--- src/rtl/uart_rx_pkg.sv ---
// Shared state encoding and timing constants for the UART receive frame sequencer.
package uart_rx_pkg;

  localparam logic [2:0] ST_IDLE_ENC   = 3'd0;
  localparam logic [2:0] ST_START_ENC  = 3'd1;
  localparam logic [2:0] ST_DATA_ENC   = 3'd2;
  localparam logic [2:0] ST_PARITY_ENC = 3'd3;
  localparam logic [2:0] ST_STOP_ENC   = 3'd4;

  typedef enum logic [2:0] {
    ST_IDLE   = ST_IDLE_ENC,
    ST_START  = ST_START_ENC,
    ST_DATA   = ST_DATA_ENC,
    ST_PARITY = ST_PARITY_ENC,
    ST_STOP   = ST_STOP_ENC
  } rx_state_e;

  // Majority-of-3 sampling settles two edges past the bit midpoint.
  localparam int CHK_OFFSET = 2;

  localparam int PRESCALE_X8  = 8;
  localparam int PRESCALE_X16 = 16;
  localparam int PRESCALE_X32 = 32;

  function automatic logic prescale_is_legal(input int unsigned ps);
    return (ps == PRESCALE_X8) || (ps == PRESCALE_X16) || (ps == PRESCALE_X32);
  endfunction

endpackage

--- src/rtl/uart_rx_edge_bit_cnt.sv ---
// Oversample (edge) and bit-position counters; edge wraps at last, bit advances on wrap.
module uart_rx_edge_bit_cnt #(
  parameter int PRESCALE_W = 6
) (
  input  logic                  clk,
  input  logic                  rst,
  input  logic                  clr,
  input  logic                  en,
  input  logic                  bit_inc,
  input  logic [PRESCALE_W-1:0] last,
  output logic                  wrap,
  output logic [PRESCALE_W-1:0] edge_cnt,
  output logic [PRESCALE_W-1:0] edge_cnt_nxt,
  output logic [3:0]            bit_cnt
);
  import uart_rx_pkg::*;

  logic [PRESCALE_W-1:0] edge_cnt_q, edge_cnt_d;
  logic [3:0]            bit_cnt_q, bit_cnt_d;

  assign wrap         = (edge_cnt_q == last);
  assign edge_cnt     = edge_cnt_q;
  assign edge_cnt_nxt = edge_cnt_d;
  assign bit_cnt      = bit_cnt_q;

  always_comb begin
    edge_cnt_d = edge_cnt_q;
    bit_cnt_d  = bit_cnt_q;
    if (clr) begin
      edge_cnt_d = '0;
      bit_cnt_d  = '0;
    end else if (en) begin
      if (wrap) begin
        edge_cnt_d = '0;
        if (bit_inc) bit_cnt_d = bit_cnt_q + 4'd1;
      end else begin
        edge_cnt_d = edge_cnt_q + PRESCALE_W'(1);
      end
    end
  end

  always_ff @(posedge clk) begin
    if (rst) begin
      edge_cnt_q <= '0;
      bit_cnt_q  <= '0;
    end else begin
      edge_cnt_q <= edge_cnt_d;
      bit_cnt_q  <= bit_cnt_d;
    end
  end

endmodule

--- src/rtl/uart_rx_fsm.sv ---
// UART receive frame sequencer: start detect, per-bit checker/deserializer strobes,
// and data_valid qualification of each completed frame.
module uart_rx_fsm #(
  parameter int PRESCALE_W = 6,
  parameter int DATA_W     = 8
) (
  input  logic                  clk,
  input  logic                  rst,
  input  logic                  rx_in,
  input  logic                  par_en,
  input  logic [PRESCALE_W-1:0] prescale,
  input  logic                  str_glitch,
  input  logic                  par_err,
  input  logic                  stp_err,
  output logic                  dat_samp_en,
  output logic [PRESCALE_W-1:0] edge_cnt,
  output logic [3:0]            bit_cnt,
  output logic                  str_chk_en,
  output logic                  deser_en,
  output logic                  par_chk_en,
  output logic                  stp_chk_en,
  output logic                  data_valid
);
  import uart_rx_pkg::*;

  rx_state_e             state_q, state_d;
  logic [PRESCALE_W-1:0] prescale_r_q, prescale_r_d;
  logic                  par_en_r_q, par_en_r_d;
  logic                  par_err_sticky_q, par_err_sticky_d;
  logic                  dat_samp_en_q, dat_samp_en_d;
  logic                  str_chk_en_q, str_chk_en_d;
  logic                  deser_en_q, deser_en_d;
  logic                  par_chk_en_q, par_chk_en_d;
  logic                  stp_chk_en_q, stp_chk_en_d;
  logic                  data_valid_q, data_valid_d;

  logic                  wrap;
  logic [PRESCALE_W-1:0] edge_cnt_nxt;
  logic [PRESCALE_W-1:0] last;
  logic [PRESCALE_W-1:0] chk;

  // A zero prescale still yields a one-cycle bit so the frame always terminates.
  assign last = (prescale_r_q == '0) ? '0 : prescale_r_q - PRESCALE_W'(1);
  assign chk  = (prescale_r_q >> 1) + PRESCALE_W'(CHK_OFFSET);

  uart_rx_edge_bit_cnt #(
    .PRESCALE_W(PRESCALE_W)
  ) u_cnt (
    .clk         (clk),
    .rst         (rst),
    .clr         ((state_q == ST_IDLE) || (state_d == ST_IDLE)),
    .en          (state_q != ST_IDLE),
    .bit_inc     (state_q != ST_PARITY),
    .last        (last),
    .wrap        (wrap),
    .edge_cnt    (edge_cnt),
    .edge_cnt_nxt(edge_cnt_nxt),
    .bit_cnt     (bit_cnt)
  );

  always_comb begin
    state_d          = state_q;
    prescale_r_d     = prescale_r_q;
    par_en_r_d       = par_en_r_q;
    par_err_sticky_d = par_err_sticky_q;
    data_valid_d     = 1'b0;

    case (state_q)
      ST_IDLE: begin
        if (!rx_in) begin
          state_d          = ST_START;
          prescale_r_d     = prescale;
          par_en_r_d       = par_en;
          par_err_sticky_d = 1'b0;
        end
      end
      ST_START: begin
        if (wrap) state_d = str_glitch ? ST_IDLE : ST_DATA;
      end
      ST_DATA: begin
        if (wrap && (bit_cnt == 4'(DATA_W))) state_d = par_en_r_q ? ST_PARITY : ST_STOP;
      end
      ST_PARITY: begin
        if (wrap) begin
          par_err_sticky_d = par_err;
          state_d          = ST_STOP;
        end
      end
      ST_STOP: begin
        if (wrap) begin
          state_d      = ST_IDLE;
          data_valid_d = !(par_err_sticky_q | stp_err);
        end
      end
      default: state_d = ST_IDLE;
    endcase

    // Strobes are decoded from next-cycle state/count so they line up with edge_cnt.
    dat_samp_en_d = (state_d != ST_IDLE);
    str_chk_en_d  = (state_d == ST_START)  && (edge_cnt_nxt == chk);
    deser_en_d    = (state_d == ST_DATA)   && (edge_cnt_nxt == chk);
    par_chk_en_d  = (state_d == ST_PARITY) && (edge_cnt_nxt == chk);
    stp_chk_en_d  = (state_d == ST_STOP)   && (edge_cnt_nxt == chk);
  end

  always_ff @(posedge clk) begin
    if (rst) begin
      state_q          <= ST_IDLE;
      prescale_r_q     <= '0;
      par_en_r_q       <= 1'b0;
      par_err_sticky_q <= 1'b0;
      dat_samp_en_q    <= 1'b0;
      str_chk_en_q     <= 1'b0;
      deser_en_q       <= 1'b0;
      par_chk_en_q     <= 1'b0;
      stp_chk_en_q     <= 1'b0;
      data_valid_q     <= 1'b0;
    end else begin
      state_q          <= state_d;
      prescale_r_q     <= prescale_r_d;
      par_en_r_q       <= par_en_r_d;
      par_err_sticky_q <= par_err_sticky_d;
      dat_samp_en_q    <= dat_samp_en_d;
      str_chk_en_q     <= str_chk_en_d;
      deser_en_q       <= deser_en_d;
      par_chk_en_q     <= par_chk_en_d;
      stp_chk_en_q     <= stp_chk_en_d;
      data_valid_q     <= data_valid_d;
    end
  end

  assign dat_samp_en = dat_samp_en_q;
  assign str_chk_en  = str_chk_en_q;
  assign deser_en    = deser_en_q;
  assign par_chk_en  = par_chk_en_q;
  assign stp_chk_en  = stp_chk_en_q;
  assign data_valid  = data_valid_q;

endmodule

--- config.mk ---
export PLATFORM = sky130hd
export DESIGN_NAME = uart_rx_fsm
export DESIGN_NICKNAME = d
export VERILOG_FILES = /design/src/rtl/uart_rx_pkg.sv /design/src/rtl/uart_rx_edge_bit_cnt.sv /design/src/rtl/uart_rx_fsm.sv
export SDC_FILE = /design/constraint.sdc
export NUM_CORES = 1
export LEC_CHECK = 0
export CORE_MARGIN = 2
export CORE_UTILIZATION = 44
export DETAILED_ROUTE_END_ITERATION = 10
export PLACE_DENSITY = 0.75
export SLEW_MARGIN = 20
export SYNTH_ARGS = -nofsm -noshare
export SYNTH_HDL_FRONTEND = slang
export SYNTH_SLANG_ARGS = --single-unit
export TNS_END_PERCENT = 5
--- constraint.sdc ---
create_clock -name clk -period 4 [get_ports clk]
set_clock_uncertainty 0.1 [all_clocks]
set_input_delay 0.8 -clock clk [delete_from_list [all_inputs] [get_ports clk]]
set_output_delay 0.8 -clock clk [all_outputs]
set_load 0.03 [all_outputs]
* Yosys cells after proc, flatten, opt, wreduce, memory -nomap -nowiden
Cells that the tools add are included.
** Word-level totals
- Register bits :: 27
- Bits in latches :: 0
- Memory bits (writable) :: 0
- Memory bits (read-only) :: 0
- Input port bits :: 13
- Word-level logic and storage cells :: 67
- Memories :: 0
** Cells by class
- Add/sub/neg operators :: 4
- Multipliers :: 0
- Divide/modulo/power cells :: 0
- $lt $le $gt $ge :: 0
- Eq/ne operators :: 14
- Shift-type cells :: 0
- Muxes and demuxes :: 15
- Bitwise operators :: 4
- Reduce and logical (&&, ||, !) cells :: 18
** Operator list (number)
- two-way mux 6 bit :: 4
- two-way mux 3 bit :: 6
- case mux 3 bit (5 select lines) :: 1
- == test 3 x 2 -> 1 bit (second input constant) :: 4
- == test 6 bit :: 2
- adder 5 x 2 -> 6 bit (second input constant) :: 1
- adder 6 x 1 -> 6 bit (second input constant) :: 1
- == test 3 x 1 -> 1 bit (second input constant) :: 2
- == test 3 bit (second input constant) :: 2
- logical NOT 3 bit :: 2
- logical NOT 6 bit :: 1
- AND reduction 3 bit :: 2
- nonzero test 3 bit :: 2
- subtractor 6 x 1 -> 6 bit (second input constant) :: 1
- logical AND 1 bit :: 5
- adder 4 x 1 -> 4 bit (second input constant) :: 1
- == test 4 bit (second input constant) :: 1
- inequality test 2 bit (second input constant) :: 2
- inequality test 3 x 2 -> 1 bit (second input constant) :: 1
- NOT 1 bit :: 3
- OR reduction 3 bit :: 1
- two-way mux 1 bit :: 2
- two-way mux 2 bit :: 1
- case mux 1 bit (2 select lines) :: 1
- 6 further kinds :: 6

* Longest topological paths before layout
- Depth in word-level cells :: 11
- Mapped depth :: 12
- Gate-level depth less buffers :: 10

* Cells and area by module
A second synthesis with hierarchy kept.
** Second synthesis, totals
- Cell total of the unflattened synthesis :: 179
- Area, all modules :: 1595.3 µm²
** By module, submodules not included
- uart_rx_fsm :: times used 1, cells an instance 114, area each 988.4 µm², seq. area each 340.3 µm²
- uart_rx_edge_bit_cnt :: times used 1, cells an instance 65, area each 606.8 µm², seq. area each 200.2 µm²

* Worst setup path before layout
OpenSTA, ideal clock, no wires.
- Path type :: register to register
- Start point :: reg prescale_r_q[2]
- End point :: reg deser_en_q, in the netlist deser_en
- Data arrival time :: 2689 ps
- Slack :: 1153 ps
- Stages on the path, launching flop included :: 12
- Buffers on the path :: 1
- Period minus slack after synthesis :: 2847 ps
- Cells stage by stage :: dfxtp_1 > clkbuf_1 > inv_1 > ha_1 > nor4bb_1 > nor3_1 > a311oi_4 > nand4_4 > or3_4 > o32ai_2 > and2b_1 > o211a_1
** On the way
- Longest elaborated chain between the ends :: 11
** RTL lines
- from (decl) :: line uart_rx_fsm.sv:27 : logic [PRESCALE_W-1:0] prescale_r_q, prescale_r_d;
- from (signal assigned) :: line uart_rx_fsm.sv:120 : prescale_r_q <= prescale_r_d;
- subtractor 6 x 1 -> 6 bit or logical NOT 6 bit (tied branches) :: line uart_rx_fsm.sv:43 : assign last = (prescale_r_q == '0) ? '0 : prescale_r_q - PRESCALE_W'(1);
- two-way mux 6 bit :: line uart_rx_fsm.sv:43
- == test 6 bit :: line uart_rx_edge_bit_cnt.sv:21 : assign wrap = (edge_cnt_q == last);
- logical AND 1 bit :: line uart_rx_fsm.sv:81 : if (wrap && (bit_cnt == 4'(DATA_W))) state_d = par_en_r_q ? ST_PARITY : ST_STOP;
- two-way mux 3 bit :: line uart_rx_fsm.sv:81
- case mux 3 bit (5 select lines) :: line uart_rx_fsm.sv:68 : case (state_q)
- logical NOT 3 bit :: line uart_rx_fsm.sv:51 : .clr ((state_q == ST_IDLE) || (state_d == ST_IDLE)),
- logical OR 1 bit :: line uart_rx_fsm.sv:51
- two-way mux 6 bit :: line uart_rx_edge_bit_cnt.sv:29 : if (clr) begin
- == test 6 bit :: line uart_rx_fsm.sv:101 : deser_en_d = (state_d == ST_DATA) && (edge_cnt_nxt == chk);
- logical AND 1 bit * :: line uart_rx_fsm.sv:101
- to (signal assigned) :: line uart_rx_fsm.sv:125 : deser_en_q <= deser_en_d;
- to (decl) :: line uart_rx_fsm.sv:32 : logic deser_en_q, deser_en_d;
Mark *: on every way between the ends. The rest lies on a longest branch, timed or not.
A chain may end at the register's enable or synchronous reset.

* Worst setup path in the final report
Ends and elaborated chain as after synthesis.

==> metrics.csv <==
metric,value,unit
fp.coreArea,0.00366,mm^2
multiInputGateArea,0.00105,mm^2
end_kind,flip-flop,
dp_hpwl,2630,um
peakVddDrop,0.192,mV
power.density,302,mW/mm^2
worstPathArrival,3.34,ns
p_comb_frac,0.254,
tightest_slew,0.617,ns
gp_congestion,0.844,
post_cts.repair.setup_buffers,0,
worst_setup_path_start_kind,flip-flop,
ys_ff_latch,27,
max-cap-violations,0,
hold_viol,0,
timing.final.crit_share,0.802,
r2r_start,prescale_r_q[2],
slowest_delay,0.60,ns
synth-edff-count,0,
io_pins,29,
yosysUniqueCellTypes,49,
cp.required,4.13,ns
gr-total-overflow,0,
netlist_area,0.00168,mm^2
period_minus_slack,3.21,ns
nets,249,
cp_max_fo,17,
hold_class,reg -> reg,
grt_usage,0.185,
avgViaCountPerCell,5.59,
h-tree-depth,1,
fin_util,0.550,
dr_wl_met3,126,um
r2r-end,deser_en,
drc,0,
synth_top_area_cell,dfxtp_1,
hold_start,par_err_sticky_q,
async_reset_ff_frac,0,
hold_depth,2,
antenna_left,0,
synth_nets,229,
antenna_found_initial,0,
met2WireLength,1640,um
cts_root_buffer,clkbuf_8,
syn2layout_area_growth,20.0,%
wl_per_cell,13.0,um
cts_tree,done,
crit_path_top_delay_cell,nor4bb_1,
synth_area_leaders,"dfxtp_1 (32%), nor2_1 (5.6%), a21oi_1 (4.8%), ha_1 (4.5%), xor2_1 (4.2%)",
clkSinkCount,27,
cp_cell_sequence,inv_1 > ha_1 > nor4bb_1 > nor3_1 > a311oi_4 > nand4_4 > or3_4 > o32ai_2 > and2b_1 > o211a_1,
dieArea,0.00432,mm^2
ys_seq_area_frac,0.322,
insertion_delay,0.27,ns
ctsLongestPathBuffers,2,
path_clk_slew,0.09,ns
rows,22,
p_sw,0.000189,W
drive_gt1_frac,0.0568,
drv_slew,0,
cts_hold_buf,0,
grt_pass1_vias,1373,
num_vias,1549,
hold_end,par_err_sticky_q,
seq_power_share,0.486,
port_buffers,28,
detail_route.first_pass.iterations,4,
rrSetupSlack,0.79,ns
whs,0.394,ns
regArea,541,um^2
fin_tns_setup,0,ns
status,finished clean,
start_util,0.458,
syn_avg_cell_area,7.99,um^2
rsz0062_at_grt,no,
routed_wl,3610,um
insertedDiodeCount,0,
setup_viol,0,
ys.flop_type,dfxtp_1,
grt_pass1_wl,6200,um
path_class,reg -> reg,
top_layer_used,met4,
p_sw_frac,0.311,
die_h,65.8,um
cts_made_buffers,3,
yosys_warnings,0,
drtIter0Drc,80,
yosysMostFrequentCell,dfxtp_1,
wirelength_met1,1770,um
internal-power,0.000419,W
netlist_instances,210,
leakage,0.755,nW
dieWidth,65.8,um
fmax,312,MHz
grt_max_degree,18,
slew_headroom,0.583,
ff2ff_path_depth,10,
synth_top_area_share,0.322,
power_frac_clock,0.260,
synth_common_cells,"dfxtp_1 (27), nor2_1 (25), nand2_1 (17)",
fill_cells,353,
cts-resized-gates,0,
sequential cells by signal, indices dropped and copies added, names as in the netlist:
name	flops
par_chk_en	1
data_valid	1
par_en_r_q	1
u_cnt.edge_cnt	6
str_chk_en	1
par_err_sticky_q	1
stp_chk_en	1
dat_samp_en	1
deser_en	1
u_cnt.bit_cnt	4
prescale_r_q	6
state_q	3
power by group through the flow:
stage | sequential [W] | clock [W] | combinational [W]
2_1_floorplan | 0.000294 | 0 | 0.000125
3_3_place_gp | 0.000301 | 0 | 0.000152
3_5_place_dp | 0.000302 | 0 | 0.000153
4_1_cts | 0.000295 | 0.000163 | 0.000154
5_1_grt | 0.000297 | 0.000180 | 0.000172
6_report | 0.000296 | 0.000158 | 0.000154
final cells by class:
cell class,count,share of cell area
Tap cell,48,0.0298
Multi-Input combinational cell,161,0.521
Timing Repair Buffer,28,0.139
Clock inverter,1,0.00373
Sequential cell,27,0.268
Clock buffer,3,0.0205
Inverter,9,0.0168
layout by cell type, fill, tap and decap left out, types with 3 or more instances in the layout:
cell type / count
dfxtp_1: 27
and3_1: 3
a21oi_1: 16
ha_1: 6
nor3_1: 6
clkdlybuf4s50_1: 28
xnor2_1: 6
o21a_1: 3
xor2_1: 8
or3_1: 3
o211a_1: 3
clkbuf_8: 3
nor2_1: 25
nand2b_1: 3
o21ai_0: 12
inv_1: 9
nor2b_1: 3
nand2_1: 17
nand3_1: 9
through the flow:
stage / cell area (um^2) / worst slack [ns] / cells / total power [W]
finish: 2010 / 0.791 / 277 / 0.000609
global route: 2010 / 0.500 / 277 / 0.000649
CTS: 2010 / 0.792 / 277 / 0.000613
detailed placement: 1960 / 0.815 / 273 / 0.000455
global placement: 1960 / 0.924 / 273 / 0.000453
floorplan: 1680 / 1.15 / 210 / 0.000419
worst max-delay path by stage:
stage	startpoint	depth (start not counted)	end
after floorplan	prescale_r_q[2]	11	deser_en
after global placement	prescale_r_q[2]	10	u_cnt.bit_cnt[1]
after detailed placement	prescale_r_q[2]	10	deser_en
after CTS	prescale_r_q[2]	10	deser_en
after global routing	prescale_r_q[2]	10	deser_en
final	prescale_r_q[2]	10	deser_en
cells by family after synthesis:
family	Yosys count	share of synthesized area
AND/OR/NAND/NOR	90	0.293
XOR/XNOR	14	0.0731
AO/OA/AOI/OAI	51	0.215
flip-flops	27	0.322
adder cells (fa/ha/maj)	6	0.0447
buffers and inverters	22	0.0522
worst max-delay path, delay by kind of cell (launching register included):
kind / cells / cell delay (ns)
AOI/OAI and AO/OA: 3 / 0.69
DFF: 1 / 0.43
buffers and inverters: 1 / 0.10
and+or+nand+nor: 5 / 1.61
adders and majority gates: 1 / 0.23
routing by layer:
layer,GRT usage,vias up
li1,-,784
met1,0.244,724
met2,0.289,35
met3,0.0342,6
met4,0.0885,0
met5,0,-
Note: power is estimated with default switching activity, not from simulation.
==> variant 1 (same settings) <==
Register the output `bit_cnt`, cleared by the reset; this adds one clock of latency there. The other outputs are not delayed to match.
--- a/src/rtl/uart_rx_fsm.sv
+++ b/src/rtl/uart_rx_fsm.sv
@@ -22,6 +22,8 @@
   output logic                  data_valid
 );
   import uart_rx_pkg::*;
+
+  logic [3:0] bit_cnt_c;
 
   rx_state_e             state_q, state_d;
   logic [PRESCALE_W-1:0] prescale_r_q, prescale_r_d;
@@ -55,7 +57,7 @@
     .wrap        (wrap),
     .edge_cnt    (edge_cnt),
     .edge_cnt_nxt(edge_cnt_nxt),
-    .bit_cnt     (bit_cnt)
+    .bit_cnt     (bit_cnt_c)
   );
 
   always_comb begin
@@ -78,7 +80,7 @@
         if (wrap) state_d = str_glitch ? ST_IDLE : ST_DATA;
       end
       ST_DATA: begin
-        if (wrap && (bit_cnt == 4'(DATA_W))) state_d = par_en_r_q ? ST_PARITY : ST_STOP;
+        if (wrap && (bit_cnt_c == 4'(DATA_W))) state_d = par_en_r_q ? ST_PARITY : ST_STOP;
       end
       ST_PARITY: begin
         if (wrap) begin
@@ -136,5 +138,13 @@
   assign stp_chk_en  = stp_chk_en_q;
   assign data_valid  = data_valid_q;
 
+  always_ff @(posedge clk) begin
+    if (rst) begin
+      bit_cnt <= '0;
+    end else begin
+      bit_cnt <= bit_cnt_c;
+    end
+  end
+
 endmodule
 
Check against the original RTL: not equivalent (a bounded check fails within 4 cycles, from zero or initial values and one cycle with rst high).
==> variant 1 against the original RTL <==
Wire length increased by 7.1%. Cell area increased by 12%. Critical endpoint is now str_chk_en. Critical path depth unchanged. Power increased by 38%. Worst setup slack got worse by 0.11 ns. Sequential cell count increased by 4. Cell count increased by 3.2%. Synthesized area increased by 10%. Fmax decreased by 3.2%. Count of clock-buffer cells in the layout increased by 3. Combinational power increased by 14%. Critical path type unchanged.
==> variant 1: results (changes against the original RTL) <==
Min path
  – Hold EP: par_err_sticky_q (unchanged)
  – Hold Path Class: flip-flop to flip-flop (unchanged)
  – Hold Crit Depth: 2 (unchanged)
  – HP Start: par_err_sticky_q (unchanged)

Setup path
  – Largest stage delay, worst path: 0.52 ns (was 0.60 ns)
  – Worst path slowest cell: nor4bb_1 (unchanged)
  – Crit-path max FO: 28 (was 17)
  – Top delay family on crit path: simple AND/OR/NAND/NOR gates (unchanged)
  – Reg2reg end: str_chk_en (was deser_en)
  – Crit path DAT: 3.39 ns (was 3.34 ns)
  – FF-to-FF Start: prescale_r_q[2] (unchanged)
  – R2R setup slack: 0.69 ns (was 0.79 ns)
  – Reg2Reg Depth: 10 (unchanged)
  – Crit start category: flip-flop (unchanged)

Clock tree
  – Clk_lat worst skew: 0.28 ns
  – Clock transition at path regs: 0.07 ns (was 0.09 ns)
  – Num CTS Buffers: 5 (was 3)
  – Htree depth: 2 (was 1)
  – Root Driver: clkbuf_8 (unchanged)
  – Post-CTS setup buffers: 0 (unchanged)
  – Clock tree buffer depth: 2 (unchanged)
  – Resize count post-CTS: 0 (unchanged)

Timing
  – Worst-Margin Slew: 0.660 ns (was 0.617 ns)

Cells and area
  – Layout cell share with drive strength beyond 1: 9.75% (was 5.68%)
  – Antenna fix cells: 0 (unchanged)
  – Nets@finish: 254 (was 249)

Logic synthesis
  – Post-synth cell types: 55 (was 49)
  – Yosys warns: 0 (unchanged)
  – Synth top area cells: dfxtp_1, nor2_1, mux2i_1, xor2_1, ha_1 (was dfxtp_1, nor2_1, a21oi_1, ha_1, xor2_1)
  – Top cells by count, synth: dfxtp_1, nor2_1, nor3_1 (was dfxtp_1, nor2_1, nand2_1)
  – Synth Net Count: 229 (unchanged)
  – Proportion of synthesized chip area in sequential cells: 33.6% (was 32.2%)
  – Ys async rst share: 0% (unchanged)

Detailed routing
  – Final wirelength: 3870 um (was 3610 um)
  – Vias: 1582 (was 1549)
  – Routed wl met3: 157 um (was 126 um)
  – TritonRoute pass-1 iters: 4 (unchanged)
  – Met2 routed WL: 1800 um (was 1640 um)
  – Top sig layer: met4 (unchanged)
  – Wl on met1: 1870 um (was 1770 um)
  – DR iter-0 viols: 108 (was 80)

Pwr
  – Peak supply drop: 0.465 mV (was 0.192 mV)
  – Sw Share: 28.1% (was 31.1%)
  – Cell leakage power: 0.850 nW (was 0.755 nW)
  – Combinational fraction of design power: 21.1% (was 25.4%)

Outcome
  – Status: complete, no violations (unchanged)

GRT
  – Largest net degree at the start of global routing: 29 (was 18)
  – Vias in the first global route: 1373 (unchanged)
  – First-pass GRT wire length: 6470 um (was 6200 um)
  – Initial antenna violation count: 0 (unchanged)
  – Gr usage total: 18.4% (was 18.5%)

Place
  – Hpwl dp: 2820 um (was 2630 um)
  – Port bufs: 28 (unchanged)
  – Routability cong.: 0.751 (was 0.844)
==> variant 1: cell count changes after synthesis, sizes merged, moves of 5 or more <==
cell	delta
nand3	-5
o21ai	-10
a21oi	-8
nor3	+6
mux2i	+8
nand2	-8
==> variant 1: worst reg2reg max path, cell delays in order (launching register included) <==
cell      delay [ns]
dfxtp_1         0.42
inv_1           0.12
ha_1            0.22
nor4bb_1        0.52
mux2_2          0.39
nor3_1          0.33
nor4_4          0.08
buf_4           0.23
a211oi_1        0.31
o22ai_2         0.18
nor4_1          0.31
==> variant 1: power by group through the flow <==
stage,Clock [mW],Sequential (mW),Combinational (mW)
floorplan,0,0.339,0.146
global placement,0,0.347,0.173
detailed placement,0,0.348,0.175
CTS,0.327,0.341,0.176
global route,0.340,0.343,0.194
finish,0.321,0.341,0.176
==> variant 1: worst max-delay path by stage <==
stage,endpoint,slack [ns],depth (start not counted)
2_1_floorplan,u_cnt.edge_cnt[2],1.08,11
3_3_place_gp,str_chk_en,0.85,10
3_5_place_dp,u_cnt.edge_cnt[3],0.78,10
4_1_cts,str_chk_en,0.73,10
5_1_grt,str_chk_en,0.43,10
6_report,str_chk_en,0.69,10
==> variant 1: kinds of logic after synthesis <==
logic type / count (synthesis) / synth area share, %
AO/OA/AOI/OAI: 34 / 14.7
buffers and inverters: 23 / 5.95
XOR/XNOR: 15 / 7.10
AND/OR/NAND/NOR: 90 / 28.5
flip-flops: 31 / 33.6
adder cells (fa/ha/maj): 6 / 4.06
multiplexers: 11 / 6.16
==> variant 1: per-layer routing <==
layer / vias to the layer above / track usage (%)
li1: 801 / -
met3: 5 / 4.87
met2: 30 / 28.1
met5: - / 0
met1: 746 / 24.9
met4: 0 / 6.37
==> variant 1: layout make-up <==
cell class | count | area (um2)
well taps | 50 | 62.6
multi-input cells | 156 | 1120
clock inverters | 2 | 35.0
fillers | 384 | 1770
clock buffers | 6 | 82.6
inverters | 11 | 41.3
flip-flops and latches | 31 | 621
repair buffers | 30 | 295
==> variant 1: per-stage QoR <==
step                      worst slack (ns)  power [mW]  cells  hold WS, ns  area [um2]
after floorplan                       1.08       0.485    210        0.359        1850
after global routing                 0.429       0.877    286        0.401        2260
after detailed placement             0.777       0.523    278        0.379        2140
final                                0.686       0.838    286        0.389        2260
after CTS                            0.730       0.844    286        0.391        2260
after global placement               0.849       0.520    278        0.379        2140
==> variant 2 (same settings) <==
Without the edit above. `PRESCALE_W` is set to 6 in 2 places; all go to 3.
--- a/src/rtl/uart_rx_edge_bit_cnt.sv
+++ b/src/rtl/uart_rx_edge_bit_cnt.sv
@@ -1,6 +1,6 @@
 // Oversample (edge) and bit-position counters; edge wraps at last, bit advances on wrap.
 module uart_rx_edge_bit_cnt #(
-  parameter int PRESCALE_W = 6
+  parameter int PRESCALE_W = 3
 ) (
   input  logic                  clk,
   input  logic                  rst,
--- a/src/rtl/uart_rx_fsm.sv
+++ b/src/rtl/uart_rx_fsm.sv
@@ -1,7 +1,7 @@
 // UART receive frame sequencer: start detect, per-bit checker/deserializer strobes,
 // and data_valid qualification of each completed frame.
 module uart_rx_fsm #(
-  parameter int PRESCALE_W = 6,
+  parameter int PRESCALE_W = 3,
   parameter int DATA_W     = 8
 ) (
   input  logic                  clk,
Interface: changed (resized edge_cnt and prescale); port bits go from 29 to 23. The function was not compared with the original's and may differ.
==> variant 2 against the original RTL <==
Sequential cell count down 6. Power decreased by 29%. Cell area fell by 31%. Wire length shrank 29%. Worst setup slack gained 0.64 ns. Synthesized area fell by 32%. Count of clock-buffer cells in the layout unchanged. Largest cell class unchanged. Largest power group unchanged. Highest routed layer unchanged.
==> variant 2: results (changes against the original RTL) <==
Logic synthesis
  – Post-synth top flop: dfxtp_1 (unchanged)
  – Synth Area in Compound Gates: 16.3% (was 21.5%)
  – Synth Net Count: 140 (was 229)
  – Xor/xnor share of the synthesized area: 5.40% (was 7.31%)
  – Proportion of synthesized chip area in sequential cells: 37.0% (was 32.2%)
  – Yosys warns: 0 (unchanged)
  – Post-synth cell types: 42 (was 49)
  – Post-synthesis adder-cell area fraction: 3.30% (was 4.47%)
  – Mux cell area share after synthesis: 5.29% (was 0%)
  – Synth top area cells: dfxtp_1, nor2_1, mux2i_1, ha_1, nor4_2 (was dfxtp_1, nor2_1, a21oi_1, ha_1, xor2_1)
  – Top cells by count, synth: nor2_1, dfxtp_1, mux2i_1 (was dfxtp_1, nor2_1, nand2_1)

Timing
  – Max-slew headroom: 40.8% (was 58.3%)

Setup path
  – Crit-path max FO: 11 (was 17)
  – End of the critical path: u_cnt.bit_cnt[3] (was deser_en)
  – R2R setup slack: 1.43 ns (was 0.79 ns)
  – Crit path DAT: 2.69 ns (was 3.34 ns)
  – Reg2Reg Depth: 6 (was 10)
  – FF-to-FF Start: u_cnt.edge_cnt[0] (was prescale_r_q[2])
  – WS Path Type: flip-flop to flip-flop (unchanged)

Clock tree
  – Resize count post-CTS: 0 (unchanged)
  – Num CTS Buffers: 3 (unchanged)
  – Root Driver: clkbuf_4 (was clkbuf_8)
  – Htree depth: 1 (unchanged)
  – Clock transition at path regs: 0.12 ns (was 0.09 ns)
  – Post-CTS setup buffers: 0 (unchanged)
  – Clk_lat worst skew: 0.31 ns (was 0.27 ns)

Detailed routing
  – Routed wl met3: 151 um (was 126 um)
  – Vias per cell: 5.93 (was 5.59)
  – TritonRoute pass-1 iters: 4 (unchanged)
  – Wl on met1: 1100 um (was 1770 um)
  – Top sig layer: met4 (unchanged)
  – DR iter-0 viols: 24 (was 80)
  – Final wirelength: 2550 um (was 3610 um)
  – Met2 routed WL: 1270 um (was 1640 um)

GRT
  – Vias in the first global route: 967 (was 1373)
  – Met3 usage: 4.10% (was 3.42%)
  – Gr usage total: 19.2% (was 18.5%)
  – GR Layer Usage met1: 24.5% (was 24.4%)
  – Met2 Resource Use GR: 32.1% (was 28.9%)
  – First-pass GRT wire length: 4190 um (was 6200 um)
  – Initial antenna violation count: 0 (unchanged)
  – Largest net degree at the start of global routing: 17 (was 18)

Cells and area
  – Nets@finish: 161 (was 249)
  – Filler cells: 223 (was 353)
  – Layout cell share with drive strength beyond 1: 8.84% (was 5.68%)
  – Max reg flops: 4

Place
  – Port bufs: 22 (was 28)
  – Routability cong.: 0.849 (was 0.844)
  – Placed Area: 0.00136 mm2 (was 0.00196 mm2)
  – Hpwl dp: 1930 um (was 2630 um)

Pwr
  – Peak supply drop: 0.284 mV (was 0.192 mV)
  – Cell leakage power: 0.497 nW (was 0.755 nW)

Min path
  – Hold Path Class: flip-flop to flip-flop (unchanged)

Outcome
  – Status: complete, no violations (unchanged)
==> variant 2: cell count changes after synthesis, moves of 6 or more <==
| cell | unedited run | this run |
|---|---|---|
| nand2_1 | 17 | 5 |
| a21oi_1 | 16 | 5 |
| o21ai_0 | 12 | 2 |
| clkbuf_1 | 11 | 3 |
| nand3_1 | 9 | 1 |
| dfxtp_1 | 27 | 21 |
| mux2i_1 | 0 | 6 |
==> variant 2: cell type report <==
class                           instances  area [um2]  share of cell area, %
Tap cell                               30        37.5                   2.70
Clock inverter                          1        5.00                  0.360
Sequential cell                        21         420                   30.3
Multi-Input combinational cell         96         668                   48.1
Timing Repair Buffer                   22         220                   15.9
Inverter                                4        15.0                   1.08
Clock buffer                            3        22.5                   1.62
==> variant 2: worst max-delay path, cell delays in order (launching register included) <==
cell and delay, ns:
dfxtp_1 0.56, nor3b_1 0.28, o21ai_2 0.14, a222oi_1 0.82
nand4_1 0.20, xor2_1 0.19, nor4_2 0.17
==> variant 2: report_power, final <==
group | internal, mW | switching, mW
Combinational | 0.0434 | 0.0517
Sequential | 0.217 | 0.0176
Clock | 0.0374 | 0.0665
Total | 0.298 | 0.136
==> variant 2: metrics by stage <==
stage	setup slack, ns	std cells
final	1.43	177
after CTS	1.47	177
after detailed placement	1.43	173
after global placement	1.47	173
after floorplan	1.73	127
after global routing	1.35	177
==> variant 2: worst min path at each step <==
stage                           startpoint    endpoint  slack [ns]  depth (start not counted)
after floorplan           par_err_sticky_q  data_valid        0.36                          2
after global placement    par_err_sticky_q  data_valid        0.40                          2
after detailed placement  par_err_sticky_q  data_valid        0.40                          2
after CTS                 par_err_sticky_q  data_valid        0.42                          2
after global routing      par_err_sticky_q  data_valid        0.46                          2
final                     par_err_sticky_q  data_valid        0.43                          2
